[src/rtl/demux1_4_stream.sv]
// demux1_4_stream: registered 1-to-4 valid/ready stream demultiplexer.
// A packet's destination lane comes from s_sel on its first beat and is held
// until the last beat. The output holds one registered beat and can refill it
// on the same edge it drains, so it sustains one beat per clock.
// Optional build macro: DEMUX_CNT_EN adds per-lane output-handshake counters
// on cnt_flat. Without the macro, cnt_flat is tied to zero.
module demux1_4_stream #(
  parameter int DATA_W = 8,
  parameter int CNT_W  = 16
) (
  input  logic                 clk,
  input  logic                 rst,
  input  logic                 s_valid,
  output logic                 s_ready,
  input  logic [DATA_W-1:0]    s_data,
  input  logic [1:0]           s_sel,
  input  logic                 s_last,
  output logic [3:0]           m_valid,
  input  logic [3:0]           m_ready,
  output logic [DATA_W-1:0]    m_data,
  output logic                 m_last,
  output logic [4*CNT_W-1:0]   cnt_flat
);

  typedef enum logic {
    IDLE   = 1'b0,
    LOCKED = 1'b1
  } state_t;

  state_t      state;
  state_t      state_nx;
  logic [1:0]  lane;
  logic [1:0]  lane_nx;
  logic [1:0]  dest;
  logic        full;
  logic        accept;
  logic        drain;

  // Handshake terms. s_ready depends only on the output register and the
  // ready of the lane it occupies, so there is no s_valid-to-s_ready path.
  always_comb begin
    full    = |m_valid;
    s_ready = !full || m_ready[lane];
    accept  = s_valid && s_ready;
    drain   = full && m_ready[lane];
    dest    = (state == IDLE) ? s_sel : lane;
  end

  // Next-state logic: a first beat latches the lane and, unless it is also
  // the last beat, locks the FSM until the packet's last beat is accepted.
  always_comb begin
    state_nx = state;
    lane_nx  = lane;
    if (accept) begin
      unique case (state)
        IDLE: begin
          lane_nx  = s_sel;
          state_nx = s_last ? IDLE : LOCKED;
        end
        LOCKED: begin
          if (s_last) state_nx = IDLE;
        end
        default: state_nx = IDLE;
      endcase
    end
  end

  // FSM state and latched lane registers.
  always_ff @(posedge clk) begin
    if (rst) begin
      state <= IDLE;
      lane  <= 2'd0;
    end else begin
      state <= state_nx;
      lane  <= lane_nx;
    end
  end

  // Output register. An accepted beat takes priority over a drain, which
  // gives the bubble-free reload when both happen on the same edge.
  always_ff @(posedge clk) begin
    if (rst) begin
      m_valid <= '0;
      m_data  <= '0;
      m_last  <= 1'b0;
    end else if (accept) begin
      m_valid <= 4'b0001 << dest;
      m_data  <= s_data;
      m_last  <= s_last;
    end else if (drain) begin
      m_valid <= '0;
    end
  end

`ifdef DEMUX_CNT_EN
  logic [CNT_W-1:0] cnt [4];

  // Per-lane beat counters, one increment per output handshake, wrapping.
  always_ff @(posedge clk) begin
    if (rst) begin
      for (int unsigned i = 0; i < 4; i++) cnt[i] <= '0;
    end else begin
      for (int unsigned i = 0; i < 4; i++) begin
        if (m_valid[i] && m_ready[i]) cnt[i] <= cnt[i] + CNT_W'(1);
      end
    end
  end

  // Flatten the counters with lane 0 in the least significant bits.
  always_comb begin
    cnt_flat = '0;
    for (int unsigned i = 0; i < 4; i++) cnt_flat[i*CNT_W +: CNT_W] = cnt[i];
  end
`else
  // Counters are not built in this configuration.
  always_comb begin
    cnt_flat = '0;
  end
`endif

endmodule

[config.mk]
export PLATFORM = sky130hd
export DESIGN_NAME = demux1_4_stream
export DESIGN_NICKNAME = d
export VERILOG_FILES = /design/src/rtl/demux1_4_stream.sv
export SDC_FILE = /design/constraint.sdc
export NUM_CORES = 1
export LEC_CHECK = 0
export CORE_AREA = 2 2 68 70
export CTS_CLUSTER_DIAMETER = 120
export CTS_CLUSTER_SIZE = 20
export DETAILED_ROUTE_END_ITERATION = 10
export DIE_AREA = 0 0 70 72
export PLACE_DENSITY = 0.75
export SYNTH_ARGS = -nofsm -noshare
export SYNTH_HDL_FRONTEND = slang
export SYNTH_SLANG_ARGS = --single-unit
[constraint.sdc]
create_clock -name clk -period 3.7 [get_ports clk]
set_input_delay 0.74 -clock clk [delete_from_list [all_inputs] [get_ports clk]]
set_output_delay 0.74 -clock clk [all_outputs]
set_load 0.1 [all_outputs]
Word-level counts from Yosys, hierarchy flattened. Cells that the tools add are included.

Register bits after elaboration: 16. Bits of input ports: 18. Output and inout port bits: 78. Logic and storage cells: 19.

Magnitude comparators: 1. Shift operators: 1. Mux-type cells: 6. Reduce and logical (&&, ||, !) cells: 6.

Operators by type and width (number): 4-bit 2-to-1 mux (2); 4-bit OR reduction (1); 1-bit by 2-bit << shifter with 4-bit output (first input constant) (1); 2-bit by 3-bit < comparator with 1-bit output (second input constant) (1); 1-bit binary-select mux with 2-bit select (1); 1-bit logical AND (2); 1-bit 2-to-1 mux (2); 2-bit 2-to-1 mux (1); 2-bit nonzero test (1); 1-bit logical NOT (1); 1-bit logical OR (1).

Depth between registers and ports, before layout.
Depth in word-level cells: 5. Mapped depth: 5. Mapped depth without buffers: 3.

Worst setup path after synthesis. OpenSTA, ideal clock, no wires.

Kind: register to output. From: reg m_valid[0]. To: out s_ready. Arrival: 2250 ps. Data required time: 2960 ps. Setup slack: 710 ps. Stages on the path, launching flop included: 5. Buffers on the path: 1. Cell sequence: dfxtp_1 -> nor4_1 -> clkbuf_1 -> nor2_1 -> inv_1.

Cells in the longest elaborated chain, start to end: 3.

Ends and longest elaborated chain: start, declared (RTL line 18) `output logic [3:0] m_valid,`; start signal, assigned (RTL line 87) `m_valid <= 4'b0001 << dest;`; 4-bit OR reduction (RTL line 42) `full = |m_valid;`; 1-bit logical NOT (RTL line 43) `s_ready = !full || m_ready[lane];`; 1-bit logical OR (RTL line 43); end, declared (RTL line 14) `output logic s_ready,`.

No other way between the ends.

Final worst setup path.
From: in m_ready[0]. To: out s_ready.

Cells in the longest elaborated chain, start to end: 3.

Ends and longest elaborated chain: start, declared (RTL line 19) `input logic [3:0] m_ready,`; 1-bit binary-select mux with 2-bit select (RTL line 43); 1-bit 2-to-1 mux (implied by the code) (RTL line 43); 1-bit logical OR (RTL line 43).

No other way between the ends. The select of a mux whose other input is x is not followed.

==> flow_summary.ini <==
[synthesis]
syn_inst = 175
synth_mux_area_frac = 0.0370
synth_cell_types = 26
yosys_warnings = 0
synth_area_leaders = buf_4 33%, dfxtp_1 22%, or4b_1 6.9%
ys_ff_latch = 16
synthSimpleGateAreaFrac = 0.289
yosysMostFrequentCell = buf_4
synth.avg_cell_area_um2 = 8.30
synth_commonest_cells = 64 x buf_4, 16 x dfxtp_1, 11 x nor3b_1
yosysSeqAreaShare = 0.220
synth-adder-area-share = 0
synth_top_family_by_area = buffers and inverters
synth-edff-count = 0
synth_ff_type = dfxtp_1
synth.top_cell.area_share = 0.331
yosys.area.top_type = buf_4
synth_compound_area_frac = 0.0827
yosys.area_share.xor_xnor = 0
synth_area_um2 = 1450
postSynth.asyncResetShare = 0

[global_routing]
grt_max_degree = 26
grt_pass1_vias = 965
grt_usage = 0.107
grt-ovfl-total = 0
grt_pass1_wl_um = 4420
antenna_found_initial = 0

[timing]
whs_ns = 0.554
timing.fmax_mhz = 329
grt_setup_unrepaired = false
tightest_slew_ns = 0.973
finClkSkew_ns = 0.00369
fin_crit_ns = 3.04
final_max_slew_viol_count = 0
setup_viol = 0
hold_violations = 0
relSlewSlack = 0.349
min_period_over_period = 0.821
setup-tns-final_ns = 0

[clock_tree]
clock_latency_ns = 0.25
postCtsSetupRepairBufs = 0
clk_pin_slew_worst_paths_ns = 0.07
postCtsHoldBufs = 0
cts-resized-gates = 0
cts_tree = built
cts.sink_count = 16
cts_max_level = 1
cts_root_buf = clkbuf_8
cts_max_path_buffers = 2
cts_inserted_buffers = 3

[pwr]
p_int_mw = 0.384
pwr-share-comb = 0.613
p_leak_nw = 0.723
power.switching_mw = 0.576
p_sw_frac = 0.600
clockPowerShare = 0.166
powerDensity_nw_per_um2 = 586
seqPwrFrac = 0.221
irDropWorstVdd_mv = 0.275

[floorplanning]
core.rowCount = 24
io_pins = 96
dieWidth_um = 70
core_um2 = 4260
chipHeight_um = 72
start_util = 0.341
dieArea_um2 = 5040

[critical_path]
cpPeakStageDelay_ns = 0.49
path_delay_family = buffers and inverters
arrival_ns = 2.30
path_max_fanout = 6
path_class = in2out
cp_cell_sequence = clkdlybuf4s50_1 > mux4_2 > nor2_1 > inv_1 > buf_12
worst_setup_path_start_kind = primary input
crit_buf_inv = 3
required_ns = 2.96
crit_path_end_kind = primary output
crit_slowest_cell = mux4_2
rrSetupSlack_ns = 1.92

[drt]
remaining_drc_errors = 0
vias = 1118
dr.pass1.iters = 4
final_antenna_net_count = 0
drtIter0Drc = 65
wl_per_cell_um = 10.7
vias_per_cell = 4.38
routed_wl_um = 2730

[placement]
io_buffers = 31
gp_congestion = 0.735
place_inst = 251
hpwl_um = 2020

[finish]
final_cells = 255
diodes = 0
drive_gt1_frac = 0.0887
nNetsFinal = 222
area_growth_pct = 12.8

[outcome]
outcome = completed

[job]
cap_violations = 0

[worst_hold_path]
hold_path.class = reg2reg
-- stage by stage --
step | area, um^2 | util | power, mW | setup WS (ns)
2_1_floorplan | 1690 | - | 0.773 | 0.710
3_3_place_gp | 1580 | 0.371 | 0.801 | 0.687
3_5_place_dp | 1580 | 0.371 | 0.806 | 0.663
4_1_cts | 1640 | 0.384 | 0.968 | 0.665
5_1_grt | 1640 | 0.384 | 0.996 | 0.613
6_report | 1640 | 0.384 | 0.960 | 0.662
-- layout by cell type (no fill, tap or decap), drive strengths merged, types with 2 or more instances in the layout --
cell type / synthesis / routed
inv: 2 / 2
dfxtp: 16 / 16
conb: 1 / 64
nor2: 2 / 2
buf: 66 / 5
o31ai: 4 / 4
mux2i: 2 / 2
a2111oi: 2 / 2
a21oi: 10 / 10
or4b: 10 / 10
clkdlybuf4s50: 0 / 30
clkbuf: 8 / 4
or3b: 5 / 5
and3b: 9 / 9
nand2: 10 / 10
nand3: 10 / 10
nor3b: 11 / 11
-- worst paths after layout --
| path | depth (start not counted) | from | end |
|---|---|---|---|
| max | 5 | m_ready[0] | s_ready |
| min | 2 | lane[0]$_SDFFE_PP0P_ | lane[0]$_SDFFE_PP0P_ |
| max reg2reg | 4 | lane[0]$_SDFFE_PP0P_ | m_valid[0]$_SDFFE_PP0P_ |
| min reg2reg | 2 | lane[0]$_SDFFE_PP0P_ | lane[0]$_SDFFE_PP0P_ |
-- cell families (layout without fill, tap and decap cells) --
| family | Yosys count | after routing |
|---|---|---|
| and+or+nand+nor | 60 | 60 |
| other | 1 | 64 |
| DFF | 16 | 16 |
| muxes | 4 | 4 |
| buffers and inverters | 76 | 41 |
| AOI/OAI and AO/OA | 18 | 18 |
-- cell type report --
type / instances / area (um^2)
timing repair buffer: 35 / 350
multi-input combinational: 146 / 841
fill: 460 / 2630
sequential: 16 / 320
inverter: 2 / 7.51
tap: 52 / 65.1
clock buffer: 4 / 55.1
-- worst reg2reg max path, delay by kind of cell, from the launching register on --
kind,cells,cell delay [ns]
muxes,1,0.54
DFF,1,0.39
buffers and inverters,1,0.23
and+or+nand+nor,1,0.45
AOI/OAI and AO/OA,1,0.08
-- routing by layer --
metal | routed length, um | global-route usage | up-vias | part of all wire
met3 | 204 | 0.0361 | 2 | 0.075
met1 | 1190 | 0.128 | 525 | 0.44
li1 | - | - | 536 | -
met2 | 1330 | 0.190 | 55 | 0.48
met5 | 0 | 0 | - | 0
met4 | 10 | 0.0192 | 0 | 0.0037
-- power groups by stage --
stage	Clock, mW	Combinational, mW	Sequential [mW]
2_1_floorplan	0	0.433	0.340
3_3_place_gp	0	0.586	0.215
3_5_place_dp	0	0.589	0.216
4_1_cts	0.165	0.590	0.212
5_1_grt	0.172	0.608	0.216
6_report	0.159	0.589	0.212
-- registers in the layout, indices dropped and copies added, names as in the netlist --
| register | flops |
|---|---|
| m_data | 8 |
| m_valid | 4 |
| lane | 2 |
| m_last | 1 |
| state | 1 |
No activity file was read; power rests on OpenSTA's default activity.
